**config.mk**
```make
export PLATFORM = sky130hd
export DESIGN_NAME = shift_cmd_queue
export DESIGN_NICKNAME = d
export VERILOG_FILES = /design/src/rtl/shift_cmd_queue.sv
export SDC_FILE = /design/constraint.sdc
export NUM_CORES = 1
export LEC_CHECK = 0
export CORE_MARGIN = 4
export CORE_UTILIZATION = 40
export CTS_CLUSTER_SIZE = 16
export DETAILED_ROUTE_END_ITERATION = 12
export PLACE_DENSITY = 0.74
export SYNTH_ARGS = -nofsm -noshare
export SYNTH_HDL_FRONTEND = slang
export SYNTH_SLANG_ARGS = --single-unit
```
**constraint.sdc**
```tcl
create_clock -name clk -period 3 [get_ports clk]
set_clock_uncertainty 0.05 [all_clocks]
set_input_delay 0.6 -clock clk [delete_from_list [all_inputs] [get_ports clk]]
set_output_delay 0.6 -clock clk [all_outputs]
set_load 0.005 [all_outputs]
```
**src/rtl/shift_cmd_queue.sv**
```systemverilog
// Command FIFO feeding the combinational barrel shifter, with a registered
// valid/ready result stage so bursty producers and stalling consumers decouple.
module shift_cmd_queue #(
  parameter int DEPTH = 4,
  parameter int DW    = 8,
  parameter int SW    = 3,
  localparam int AW   = $clog2(DEPTH),
  localparam int CW   = $clog2(DEPTH + 1)
) (
  input  logic          clk,
  input  logic          rst_n,
  input  logic          in_valid,
  output logic          in_ready,
  input  logic [DW-1:0] in_din,
  input  logic [SW-1:0] in_shamt,
  input  logic          in_aorl,
  input  logic          in_lorr,
  output logic [DW-1:0] sh_din,
  output logic [SW-1:0] sh_shamt,
  output logic          sh_aorl,
  output logic          sh_lorr,
  input  logic [DW-1:0] sh_dout,
  output logic          out_valid,
  input  logic          out_ready,
  output logic [DW-1:0] out_data,
  output logic [CW-1:0] count
);

  typedef struct packed {
    logic [DW-1:0] din;
    logic [SW-1:0] shamt;
    logic          aorl;
    logic          lorr;
  } cmd_t;

  cmd_t          mem [DEPTH];
  cmd_t          head;
  logic [AW-1:0] wr_ptr;
  logic [AW-1:0] rd_ptr;
  logic          not_empty;
  logic          push;
  logic          pop;

  assign not_empty = (count != '0);
  // in_ready depends only on occupancy, never on out_ready.
  assign in_ready  = rst_n & (count != CW'(DEPTH));
  assign push      = in_valid & in_ready;
  assign pop       = not_empty & (~out_valid | out_ready);

  assign head     = not_empty ? mem[rd_ptr] : '0;
  assign sh_din   = head.din;
  assign sh_shamt = head.shamt;
  assign sh_aorl  = head.aorl;
  assign sh_lorr  = head.lorr;

  // Storage is intentionally not reset; occupancy gates what is visible.
  always_ff @(posedge clk) begin
    if (push) begin
      mem[wr_ptr] <= {in_din, in_shamt, in_aorl, in_lorr};
    end
  end

  always_ff @(posedge clk or negedge rst_n) begin
    if (!rst_n) begin
      wr_ptr <= '0;
      rd_ptr <= '0;
      count  <= '0;
    end else begin
      if (push) begin
        wr_ptr <= wr_ptr + 1'b1;
      end
      if (pop) begin
        rd_ptr <= rd_ptr + 1'b1;
      end
      case ({push, pop})
        2'b10:   count <= count + 1'b1;
        2'b01:   count <= count - 1'b1;
        default: count <= count;
      endcase
    end
  end

  always_ff @(posedge clk or negedge rst_n) begin
    if (!rst_n) begin
      out_valid <= 1'b0;
      out_data  <= '0;
    end else if (pop) begin
      out_valid <= 1'b1;
      out_data  <= sh_dout;
    end else if (out_ready) begin
      out_valid <= 1'b0;
    end
  end

endmodule

```
[Word level (Yosys, flattened, before mapping)]
Memories as Yosys holds them, arrays and structs flattened.
Cells that the tools add are included.
Cells by class
  add/subtract/negate cells: 4
  equality and inequality tests: 3
  mux-type cells: 6
  bitwise operators: 5
  reductions and logical operators: 3
Operators by type and width (count)
  $mux 13: 1
  $pmux 3 s2: 1
  $add 2x1->2 const B: 2
  $mux 1: 4
  $reduce_bool 2->1: 2
  $add 3x1->3 const B: 1
  $and 1x1->1: 3
  $ne 3x3->1 const B: 1
  $reduce_bool 3->1: 1
  $sub 3x1->3 const B: 1
  $eq 2x1->1 const B: 1
  $eq 2x2->1 const B: 1
  $not 1->1: 1
  $or 1x1->1: 1
Storage, ports and cells
  flip-flop bits (word level): 16
  memory bits (writable): 52
  input port bits: 25
  output and inout port bits: 26
  word-level logic and storage cells: 27
  memories: 1
Memory list
  mem: depth 4, bits a word 13, read ports 1, clocked after memory_dff 0, write ports 1, RTL line 36  | cmd_t mem [DEPTH];

[Longest topological paths before layout]
Gate-level depths: netlist of run 1.
  depth in word-level cells: 5
  depth in mapped cells: 9
  gate-level depth less buffers: 9

[Worst setup path after synthesis of run 1]
Ideal clock, no wire load.
  path type: in2reg
  start: input port out_ready
  end: register count[2]
  setup time: 0.079 ns
  arrival time: 2.005 ns
  required time: 2.871 ns
  slack: 0.866 ns
  cell stages on the path: 9
  path buffers: 1
  path through: nand2b_1 > nor2b_1 > buf_6 > ha_1 > inv_1 > fa_1 > xor2_1 > nor2_1 > xor2_1
On the way
  cells in the longest elaborated chain, start to end: 4
  elaborated cells on any way between the ends: 6
  those cells by class: eq/ne: 2; mux: 1; bitwise: 2; reduce/logical: 1
Ends and longest elaborated chain
  start: declaration: RTL line 24  | input logic out_ready,
  $or 1x1->1 *: RTL line 48  | assign pop = not_empty & (~out_valid | out_ready);
  $and 1x1->1 *: RTL line 48
  net pop: RTL line 42  | logic pop;
  $eq 2x1->1 / $eq 2x2->1 (equally long branches): RTL line 75  | case ({push, pop})
  $pmux 3 s2 / $reduce_bool 2->1 (equally long branches)
  end signal: assignment: RTL line 76  | 2'b10: count <= count + 1'b1;
  end signal: assignment: RTL line 77  | 2'b01: count <= count - 1'b1;
  end signal: assignment: RTL line 78  | default: count <= count;
  end: declaration: RTL line 26  | output logic [CW-1:0] count
Mark *: on every way through the listed nets, which the timed path passes. The rest lies on a longest branch.
A chain may end at the register's enable or synchronous reset.

[Worst setup path in the final report of run 1]
  start: register rd_ptr[0]
  end: output port sh_din[7]
On the way
  cells in the longest elaborated chain, start to end: 2
Ends and longest elaborated chain
  start: declaration: RTL line 39  | logic [AW-1:0] rd_ptr;
  start signal: assignment: RTL line 73  | rd_ptr <= rd_ptr + 1'b1;
  $mem_v2 4x13
  $mux 13: RTL line 50  | assign head = not_empty ? mem[rd_ptr] : '0;
  end: declaration: RTL line 18  | output logic [DW-1:0] sh_din,
No other way between the ends.

==> metrics.md, run 1 <==
| Metric | Value |
|---|---|
| Dpl ws | `0.483 ns` |
| Syn_nets | `172` |
| Crit path launch type | `flip-flop` |
| Largest stage delay on the critical path | `0.51 ns` |
| First-pass DRT Iterations | `4` |
| Syn_area_per_cell | `19.6 sq um` |
| Dpl hpwl | `3650 microns` |
| Post-cts gate resize count | `0` |
| Crit-path cells | `buf_12 > mux4_2 > and2b_1 > clkdlybuf4s50_1` |
| Worst reg2reg path endpoint | `count[2]` |
| TritonCTS clock tree | `yes` |
| Crit Path Category | `flip-flop to primary output` |
| Routed wire length per instance | `16.9 microns` |
| Via count | `1457` |
| CTS max path bufs | `2` |
| HP Start | `out_data[4]` |
| Total grt overflow | `0` |
| CP max FO | `13` |
| Max Cap Viol | `0` |
| Largest cells by area after synthesis | `edfxtp_1, dfrtp_1, mux4_2` |
| Row count | `30` |
| Largest net degree at the start of global routing | `14` |
| Die Y | `91.1 microns` |
| Mapped Area | `2760 sq um` |
| Final core occ | `53.7%` |
| Fin nets | `243` |
| H-tree Lvls | `3` |
| CTS Sinks | `68` |
| Relative slew margins | `73.9%` |
| Post-synthesis sequential area ratio | `71.0%` |
| # diodes | `0` |
| Hold_buf cts | `0` |
| Unrepaired setup endpoints after global routing | `false` |
| DRC viols | `0` |
| Filler Cells Inserted | `562` |
| First-pass GRT wire length | `7960 microns` |
| Worst R2R Setup Slack | `1.07 ns` |
| Hold Worst Slack | `0.463 ns` |
| Ports | `51` |
| WP data required | `2.35 ns` |
| PwrDens | `900 nW/um^2` |
| Initial antenna violation count | `0` |
| Reg2reg start | `count[1]` |
| P_leak | `0.00135 uW` |
| Worst hold path class | `flip-flop to flip-flop` |
| Final setup fails | `0` |
| Largest area contributor in the netlist | `edfxtp_1` |
| Status | `complete, no violations` |
| Initial Util | `40.9%` |
| Netlist cell types | `24` |
| Clk_lat worst skew | `0.33 ns` |
| Fin. max-slew vios | `0` |
| Die ar. | `8300 sq um` |
| Routed WL | `5020 microns` |
| Worst IR Drop VDD | `494 uV` |
| CP endpoint kind | `primary output` |
| Post-DRT Antenna Nets | `0` |
| RD Place Congestion | `0.762` |
| WHS Endpoint | `out_data[4]` |
| # port buffers | `50` |
| Die Span X | `91.1 microns` |
| Drt first-iter violations | `62` |
| Fin Setup TNS | `0 ns` |
| Final min period | `2.72 ns` |
| Buffer count from post-CTS setup fixing | `0` |
| Final Hold Fails | `0` |
| Layout area overhead | `31.3%` |
| Via density | `4.91` |
| Worst r2r path cells | `9` |
| Post-Synthesis Cells | `141` |
| Num CTS Buffers | `9` |
| Root buf cell | `clkbuf_8` |
| FMAX | `367 MHz` |
| Synth top area share | `56.5%` |
| Vias in the first global route | `1615` |
| Core Area | `6760 sq um` |
| Slowest stage cell, crit path | `mux4_2` |
| CTS clk-pin slew, worst paths | `0.07 ns` |
| Crit path DAT | `2.07 ns` |
| Setup ws final | `0.276 ns` |
| Worst-Margin Slew | `0.391 ns` |
| #FFs+latches synth | `68` |
| Worst hold stages | `1` |
| Layout cells sized above 1 | `23.5%` |
| Fin crit share | `90.8%` |
| Synthesis Warnings | `0` |
| Tot GR Track Use | `12.8%` |
## cell families after synthesis
logic type / synth area share, %
fa+ha+maj: 2.99
simple gates: 5.61
xor+xnor: 1.90
compound gates: 0.453
mux: 15.7
flops: 71.0
buf+inv: 2.35
## through the flow
step | instance area [sq um] | total power, uW | cells
finish | 3630 | 3270 | 297
global route | 3630 | 3470 | 297
CTS | 3630 | 3330 | 297
detailed placement | 3450 | 2620 | 281
global placement | 3450 | 2590 | 281
floorplan | 2760 | 1990 | 141
## how the worst max path moves through the flow
stage / slack [ns] / to / start
after global routing: 0.19 / sh_aorl / rd_ptr[0]
after detailed placement: 0.48 / count[2] / out_ready
after floorplan: 0.87 / count[2] / out_ready
after CTS: 0.23 / sh_shamt[0] / rd_ptr[0]
after global placement: 0.49 / count[2] / out_ready
final: 0.28 / sh_din[7] / rd_ptr[0]
## registers in the layout, summed over array words and instances (netlist names)
signal and count:
out_data 8, wr_ptr 2, rd_ptr 2, out_valid 1
count 3, mem 52
## cells in the final DEF (no fill, tap or decap), drive strengths merged
master          n
a21boi          1
a21oi           1
and2            4
and2b           2
and3b           1
buf            15
bufinv          1
clkbuf         10
clkdlybuf4s50  50
clkinv          4
clkinvlp        1
dfrtp          16
edfxtp         52
fa              1
ha              5
inv             6
mux2            9
mux2i           1
mux4           13
nand2           2
nand2b          1
nor2            2
nor2b          12
nor3            1
xnor2           2
xor2            4
## power by group
part	total, uW	internal [uW]	switching, uW
sequential	1320	1200	120
clock	692	375	317
combinational	1260	801	458
## critical path, delay by kind of cell, from the launching register on
kind,cells,cell delay [ns]
and+or+nand+nor,1,0.16
muxes,1,0.51
DFF,1,0.43
buffers and inverters,2,0.64
## metal layers
layer  vias up  track usage (%)  part of all wire, %
met2        38             22.1                   53
met4         0             5.28                  1.4
li1        671                -                    -
met3        11             3.56                  3.7
met1       737             15.1                   41
met5         -                0                    0
## Yosys cell counts
cell      count
ha_1          5
a21boi_0      1
clkbuf_1      1
mux4_2       13
xnor2_1       2
buf_2         1
edfxtp_1     52
and3b_1       1
nand2_1       2
mux2_4        8
a21oi_1       1
nor2_1        2
inv_1         6
fa_1          1
and2_1        4
nand2b_1      1
xor2_1        4
and2b_1       2
buf_6         3
mux2i_1       1
dfrtp_1      16
mux2_2        1
nor2b_1      12
nor3_2        1
## final cells by class
class / count / area, sq um / share of cell area (%)
clock inverter: 6 / 55.1 / 1.52
timing repair buffer: 65 / 626 / 17.2
sequential: 68 / 1960 / 54.1
multi-input combinational: 62 / 737 / 20.3
inverter: 6 / 22.5 / 0.620
tap: 80 / 100 / 2.76
clock buffer: 10 / 128 / 3.52
(Power assumes the default switching activity.)
==> run 2: changes to the inputs <==
- CORE_UTILIZATION: 40 -> 25
- PLACE_DENSITY: 0.74 -> 0.54
- SKIP_CTS_REPAIR_TIMING: not set -> 1
==> run 2 against run 1 <==
Compared with the run above:
- cell count increased by 20%
- core utilization is 20 points lower
- via count fell by 4.0%
- wire length is 1.5% lower
- largest cell class unchanged
- first-iteration DRC count down 60%
- power shrank 0.56%
- setup slack worse by 0.012 ns
- global-route usage decreased by 4.6 points
==> metrics.md, run 2 (synthesized netlist as in run 1, its figures left out) <==
| Metric | Value |
|---|---|
| Row count | `38 (+27%)` |
| Crit-path cells | `mux4_2 > nor2b_1 > clkdlybuf4s50_1` |
| Worst hold path class | `primary input to asynchronous set/reset pin` |
| CP max FO | `14 (+1)` |
| Status | `complete, no violations` |
| Initial antenna violation count | `0 (unchanged)` |
| Worst-Margin Slew | `0.634 ns (+0.242 ns)` |
| Unrepaired setup endpoints after global routing | `false` |
| Die Y | `113 microns (+24%)` |
| Most frequent cells in the layout | `edfxtp_1, clkdlybuf4s50_1, dfrtp_1` |
| # port buffers | `50 (unchanged)` |
| Post-DRT Antenna Nets | `0 (unchanged)` |
| TritonCTS clock tree | `yes` |
| Worst r2r path cells | `9 (unchanged)` |
| WP data required | `2.35 ns (about the same)` |
| Max reg flops | `52 (unchanged)` |
| Largest regs | `mem x52, out_data x8, count x3` |
| Initial Util | `25.5% (-15 points)` |
| Wl on met1 | `1980 microns (-4.6%)` |
| Max layer used | `met4` |
| FMAX | `365 MHz (-0.46%)` |
| Dpl hpwl | `3530 microns (-3.4%)` |
| H-tree Lvls | `3 (unchanged)` |
| Reg2reg start | `count[0]` |
| Filler Cells Inserted | `1064 (+89%)` |
| Via count | `1398 (-4.0%)` |
| Vias in the first global route | `1511 (-6.4%)` |
| Final Hold Fails | `0 (unchanged)` |
| Slowest stage cell, crit path | `dfrtp_1` |
| Root buf cell | `clkbuf_8` |
| Crit Path Category | `flip-flop to primary output` |
| Layout area overhead | `34.1%` |
| Clk_lat worst skew | `0.33 ns (about the same)` |
| Final min period | `2.74 ns (+0.0125 ns)` |
| CTS clk-pin slew, worst paths | `0.07 ns (about the same)` |
| Die ar. | `12800 sq um (+54%)` |
| Worst path bufs/invs | `1 (-1)` |
| Worst IR Drop VDD | `329 uV (-33%)` |
| CTS max path bufs | `2 (unchanged)` |
| Length of routed met2 wiring | `2700 microns (+0.37%)` |
| Most common cell after layout, fill and taps aside | `edfxtp_1` |
| Relative slew margins | `57.8% (-16 points)` |
| Met3 WL | `174 microns (-7.0%)` |
| Routed WL | `4940 microns (-1.5%)` |
| Max Cap Viol | `0 (unchanged)` |
| Ports | `51 (unchanged)` |
| Worst R2R Setup Slack | `0.95 ns (-0.12 ns)` |
| Largest stage delay on the critical path | `0.75 ns (+0.24 ns)` |
| RD Place Congestion | `0.682 (-10%)` |
| Pwr Total | `3250 uW (-0.56%)` |
| Core Area | `10800 sq um (+60%)` |
| Drt first-iter violations | `25 (-60%)` |
| First-pass DRT Iterations | `4 (unchanged)` |
| Biggest register | `mem` |
| Die Span X | `113 microns (+24%)` |
| Via density | `3.93 (-20%)` |
| Crit path DAT | `2.09 ns (+0.02 ns)` |
| # diodes | `0 (unchanged)` |
| PwrDens | `877 nW/um^2 (-2.6%)` |
| Layout cells sized above 1 | `24.1% (+0.57 points)` |
| Placed Instances | `340 (+21%)` |
| Final setup fails | `0 (unchanged)` |
| Num CTS Buffers | `9 (unchanged)` |
| DRC viols | `0 (unchanged)` |
| First-pass GRT wire length | `7880 microns (-0.96%)` |
| CP endpoint kind | `primary output` |
| Total grt overflow | `0 (unchanged)` |
| Worst reg2reg path endpoint | `count[2]` |
| Crit path launch type | `flip-flop` |
| P_leak | `0.00135 uW (-0.41%)` |
| Tot GR Track Use | `8.27% (-4.6 points)` |
| CTS Sinks | `68 (unchanged)` |
| Fin nets | `242 (-0.41%)` |
| Fin. max-slew vios | `0 (unchanged)` |
| Largest net degree at the start of global routing | `17 (+3)` |
| Finished Layout Cells | `356 (+20%)` |
| Fin Setup TNS | `0 ns (unchanged)` |
| CP top delay family | `flip-flops` |
| Fin crit share | `91.2% (+0.42 points)` |
| Routed wire length per instance | `13.9 microns (-18%)` |
-- run 2: changes by cell type in the layout (fill, tap and decap cells not counted), sizes merged --
cell      before  now
clkinvlp       1    2
clkbuf        10    9
buf           15   14
-- run 2: worst reg2reg max path, delay by kind of cell (launching register included) --
| kind | cells | cell delay, ns |
|---|---|---|
| flops | 1 | 0.44 |
| buf+inv | 2 | 0.26 |
| xor+xnor | 2 | 0.30 |
| fa+ha+maj | 2 | 0.59 |
| simple gates | 3 | 0.35 |
-- run 2: final cells by class --
type / instances / area (sq um) / share of cell area [%]
Sequential cell: 68 / 1960 / 52.9
Multi-Input combinational cell: 62 / 737 / 19.9
Clock buffer: 9 / 124 / 3.34
Clock inverter: 7 / 67.6 / 1.82
Tap cell: 140 / 175 / 4.73
Inverter: 6 / 22.5 / 0.608
Timing Repair Buffer: 64 / 618 / 16.7
-- run 2: worst max-delay path by stage --
stage | start | to | slack, ns | depth (start not counted)
final | rd_ptr[1] | sh_lorr | 0.26 | 3
after global routing | rd_ptr[1] | sh_din[2] | 0.09 | 3
after CTS | rd_ptr[1] | sh_din[2] | 0.16 | 3
after detailed placement | rst_n | in_ready | 0.34 | 3
after global placement | rst_n | mem[1][6] | 0.37 | 6
after floorplan | out_ready | count[2] | 0.87 | 9
-- run 2: metrics by stage --
step           setup slack (ns)  hold WS, ns  utilization (%)  cell area [sq um]
2_1_floorplan             0.866        0.254                -               2760
3_3_place_gp              0.370        0.447             32.4               3510
3_5_place_dp              0.343        0.444             32.4               3510
4_1_cts                   0.156        0.445             34.2               3710
5_1_grt                  0.0921        0.456             34.2               3710
6_report                  0.263        0.462             34.2               3710
-- run 2: report_power, final --
part	total (uW)	leakage [uW]	internal [uW]	switching [uW]
Sequential	1320	0.000656	1190	127
Clock	710	0.0000926	379	331
Combinational	1220	0.000597	786	431
-- run 2: metal layers --
metal	global-route usage (%)	vias to the layer above
met5	0	-
met4	4.09	0
met3	2.62	5
met2	13.7	23
met1	9.65	705
li1	-	665
==> run 3: changes to the inputs <==
--- a/config.mk
+++ b/config.mk
@@ -6,4 +6,5 @@
 export NUM_CORES = 1
 export LEC_CHECK = 0
+export CORE_ASPECT_RATIO = 1.1
 export CORE_MARGIN = 4
 export CORE_UTILIZATION = 25
==> constraint.sdc (replaced) <==
create_clock -name clk -period 3 [get_ports clk]
set_clock_uncertainty 0.05 [all_clocks]
set_input_delay 0.45 -clock clk [delete_from_list [all_inputs] [get_ports clk]]
set_output_delay 0.45 -clock clk [all_outputs]
set_load 0.005 [all_outputs]
==> run 3 against run 2 <==
Compared with the run above:
- cell area rose by 3.4%
- non-clock buffer count did not move
- first-iteration DRC count rose by 68%
- global-route usage rose by 0.89 points
- power rose by 13%
- sequential power barely moved
- cell count rose by 2.0%
- count of clock-buffer cells in the layout rose by 2
- sequential share of layout area fell by 1.7 points
- critical endpoint is now sh_din[2]
- largest cell class unchanged
- largest power group unchanged
- highest routed layer unchanged
==> metrics.md, run 3 (synthesized netlist as in run 1, its figures left out) <==
| Metric | Value |
|---|---|
| Register share of total power | `36.0% (-4.7 points)` |
| First-pass GRT wire length | `8480 microns (+7.6%)` |
| Final setup fails | `0 (unchanged)` |
| Die ar. | `12800 sq um (about the same)` |
| Reg2reg start | `count[0]` |
| CTS clk-pin slew, worst paths | `0.05 ns (-0.02 ns)` |
| Die Y | `118 microns (+4.5%)` |
| # diodes | `0 (unchanged)` |
| DRC viols | `0 (unchanged)` |
| Placed Instances | `347 (+2.1%)` |
| Largest net degree at the start of global routing | `17 (unchanged)` |
| Routed WL | `5350 microns (+8.2%)` |
| Sw Share | `25.8% (-1.6 points)` |
| Core Area | `10900 sq um (+0.18%)` |
| H-tree Lvls | `3 (unchanged)` |
| Initial Util | `25.4% (-0.047 points)` |
| Row count | `40 (+5.3%)` |
| Root buf cell | `clkbuf_16` |
| Logic gate share of total power | `34.2% (-3.3 points)` |
| P_leak | `0.00140 uW (+4.3%)` |
| Largest regs | `mem x52, out_data x8, count x3` |
| Finished Layout Cells | `363 (+2.0%)` |
| Layout area overhead | `38.7%` |
| CP max FO | `12 (-2)` |
| CP endpoint kind | `primary output` |
| Final Hold Fails | `0 (unchanged)` |
| NetSw | `945 uW (+6.3%)` |
| First-pass DRT Iterations | `3 (-1)` |
| Via density | `3.89 (-1.0%)` |
| Relative slew margins | `73.6% (+16 points)` |
| Total grt overflow | `0 (unchanged)` |
| Tot GR Track Use | `9.16% (+0.89 points)` |
| Crit path DAT | `2.12 ns (+0.03 ns)` |
| Crit Path Category | `flip-flop to primary output` |
| Post-DRT Antenna Nets | `0 (unchanged)` |
| CTS max path bufs | `2 (unchanged)` |
| Layout cells sized above 1 | `22.7% (-1.4 points)` |
| Worst IR Drop VDD | `279 uV (-15%)` |
| Final core occ | `35.3% (+1.1 points)` |
| Die Span X | `108 microns (-4.3%)` |
| Worst-Margin Slew | `0.395 ns (-0.239 ns)` |
| Vias in the first global route | `1575 (+4.2%)` |
| Most frequent cells in the layout | `edfxtp_1, clkdlybuf4s50_1, dfrtp_1` |
| Multi-input logic area | `737 sq um (unchanged)` |
| CTS Sinks | `68 (unchanged)` |
| Unrepaired setup endpoints after global routing | `false` |
| Register area | `1960 sq um (unchanged)` |
| Clock share of power | `29.9% (+8.0 points)` |
| Biggest register | `mem` |
| Worst reg2reg path endpoint | `count[2]` |
| Drt first-iter violations | `42 (+68%)` |
| Ports | `51 (unchanged)` |
| Dpl hpwl | `3680 microns (+4.2%)` |
| Fin Setup TNS | `0 ns (unchanged)` |
| Pint | `2720 uW (+15%)` |
| # port buffers | `50 (unchanged)` |
| Clk_lat worst skew | `0.33 ns (about the same)` |
| Fin nets | `242 (unchanged)` |
| Max reg flops | `52 (unchanged)` |
| Routed wire length per instance | `14.7 microns (+6.1%)` |
| Status | `complete, no violations` |
| TritonCTS clock tree | `yes` |
| Most common cell after layout, fill and taps aside | `edfxtp_1` |
| Worst R2R Setup Slack | `0.93 ns (-0.02 ns)` |
| Worst r2r path cells | `9 (unchanged)` |
| Initial antenna violation count | `0 (unchanged)` |
| Num CTS Buffers | `9 (unchanged)` |
| PwrDens | `956 nW/um^2 (+9.1%)` |
| Fin crit share | `87.4% (-3.8 points)` |
| Worst hold path class | `primary input to asynchronous set/reset pin` |
| Via count | `1411 (+0.93%)` |
| Max Cap Viol | `0 (unchanged)` |
| Filler Cells Inserted | `1030 (-3.2%)` |
| Fin. max-slew vios | `0 (unchanged)` |
| RD Place Congestion | `0.664 (-2.6%)` |
| Crit path launch type | `flip-flop` |
| FMAX | `381 MHz (+4.4%)` |
| WP data required | `2.50 ns (+0.15 ns)` |
| Final min period | `2.62 ns (-0.115 ns)` |
[run 3: changes by cell type in the layout (fill, tap and decap cells not counted)]
cell        delta
clkbuf_16      +9
clkbuf_8       -9
clkbuf_1       +2
clkinv_2       -2
clkinvlp_4     -2
bufinv_16      +1
clkinv_1       +1
[run 3: cell type report]
cell class              count  share of cell area (%)
clock buffers              11                    6.07
clock inverters             5                    1.99
inverters                   6                   0.588
multi-input cells          62                    19.2
flip-flops and latches     68                    51.2
well taps                 147                    4.80
repair buffers             64                    16.1
[run 3: power by group through the flow]
| stage | logic (uW) | registers (uW) | clock network (uW) |
|---|---|---|---|
| after global routing | 1370 | 1340 | 1160 |
| after CTS | 1290 | 1320 | 1130 |
| final | 1250 | 1320 | 1090 |
| after global placement | 1280 | 1340 | 0 |
| after floorplan | 688 | 1300 | 0 |
| after detailed placement | 1290 | 1340 | 0 |
[run 3: worst max-delay path by stage]
stage,start,endpoint,slack [ns],cells past startpoint
2_1_floorplan,out_ready,count[2],1.02,9
3_3_place_gp,rst_n,count[2],0.52,10
3_5_place_dp,rst_n,count[2],0.48,10
4_1_cts,rd_ptr[0],sh_din[2],0.32,4
5_1_grt,rd_ptr[0],sh_din[0],0.28,4
6_report,rd_ptr[0],sh_din[2],0.38,4
[run 3: critical path, stage by stage, from the launching register on]
cell,delay [ns]
dfrtp_1,0.47
buf_12,0.20
mux4_2,0.52
nor2b_1,0.15
clkdlybuf4s50_1,0.44
[run 3: metal layers]
metal | wire length (microns) | global-route usage [%]
met1 | 2120 | 10.1
met2 | 2910 | 15.3
met3 | 191 | 2.62
met4 | 129 | 5.68
met5 | 0 | 0
[run 3: per-stage QoR]
step           hold slack (ns)  worst slack [ns]  total power [uW]  instance area, sq um
2_1_floorplan            0.104              1.02              1990                  2760
3_3_place_gp             0.448             0.516              2610                  3520
3_5_place_dp             0.445             0.479              2630                  3520
4_1_cts                  0.358             0.321              3750                  3830
5_1_grt                  0.369             0.277              3880                  3830
6_report                 0.366             0.378              3660                  3830
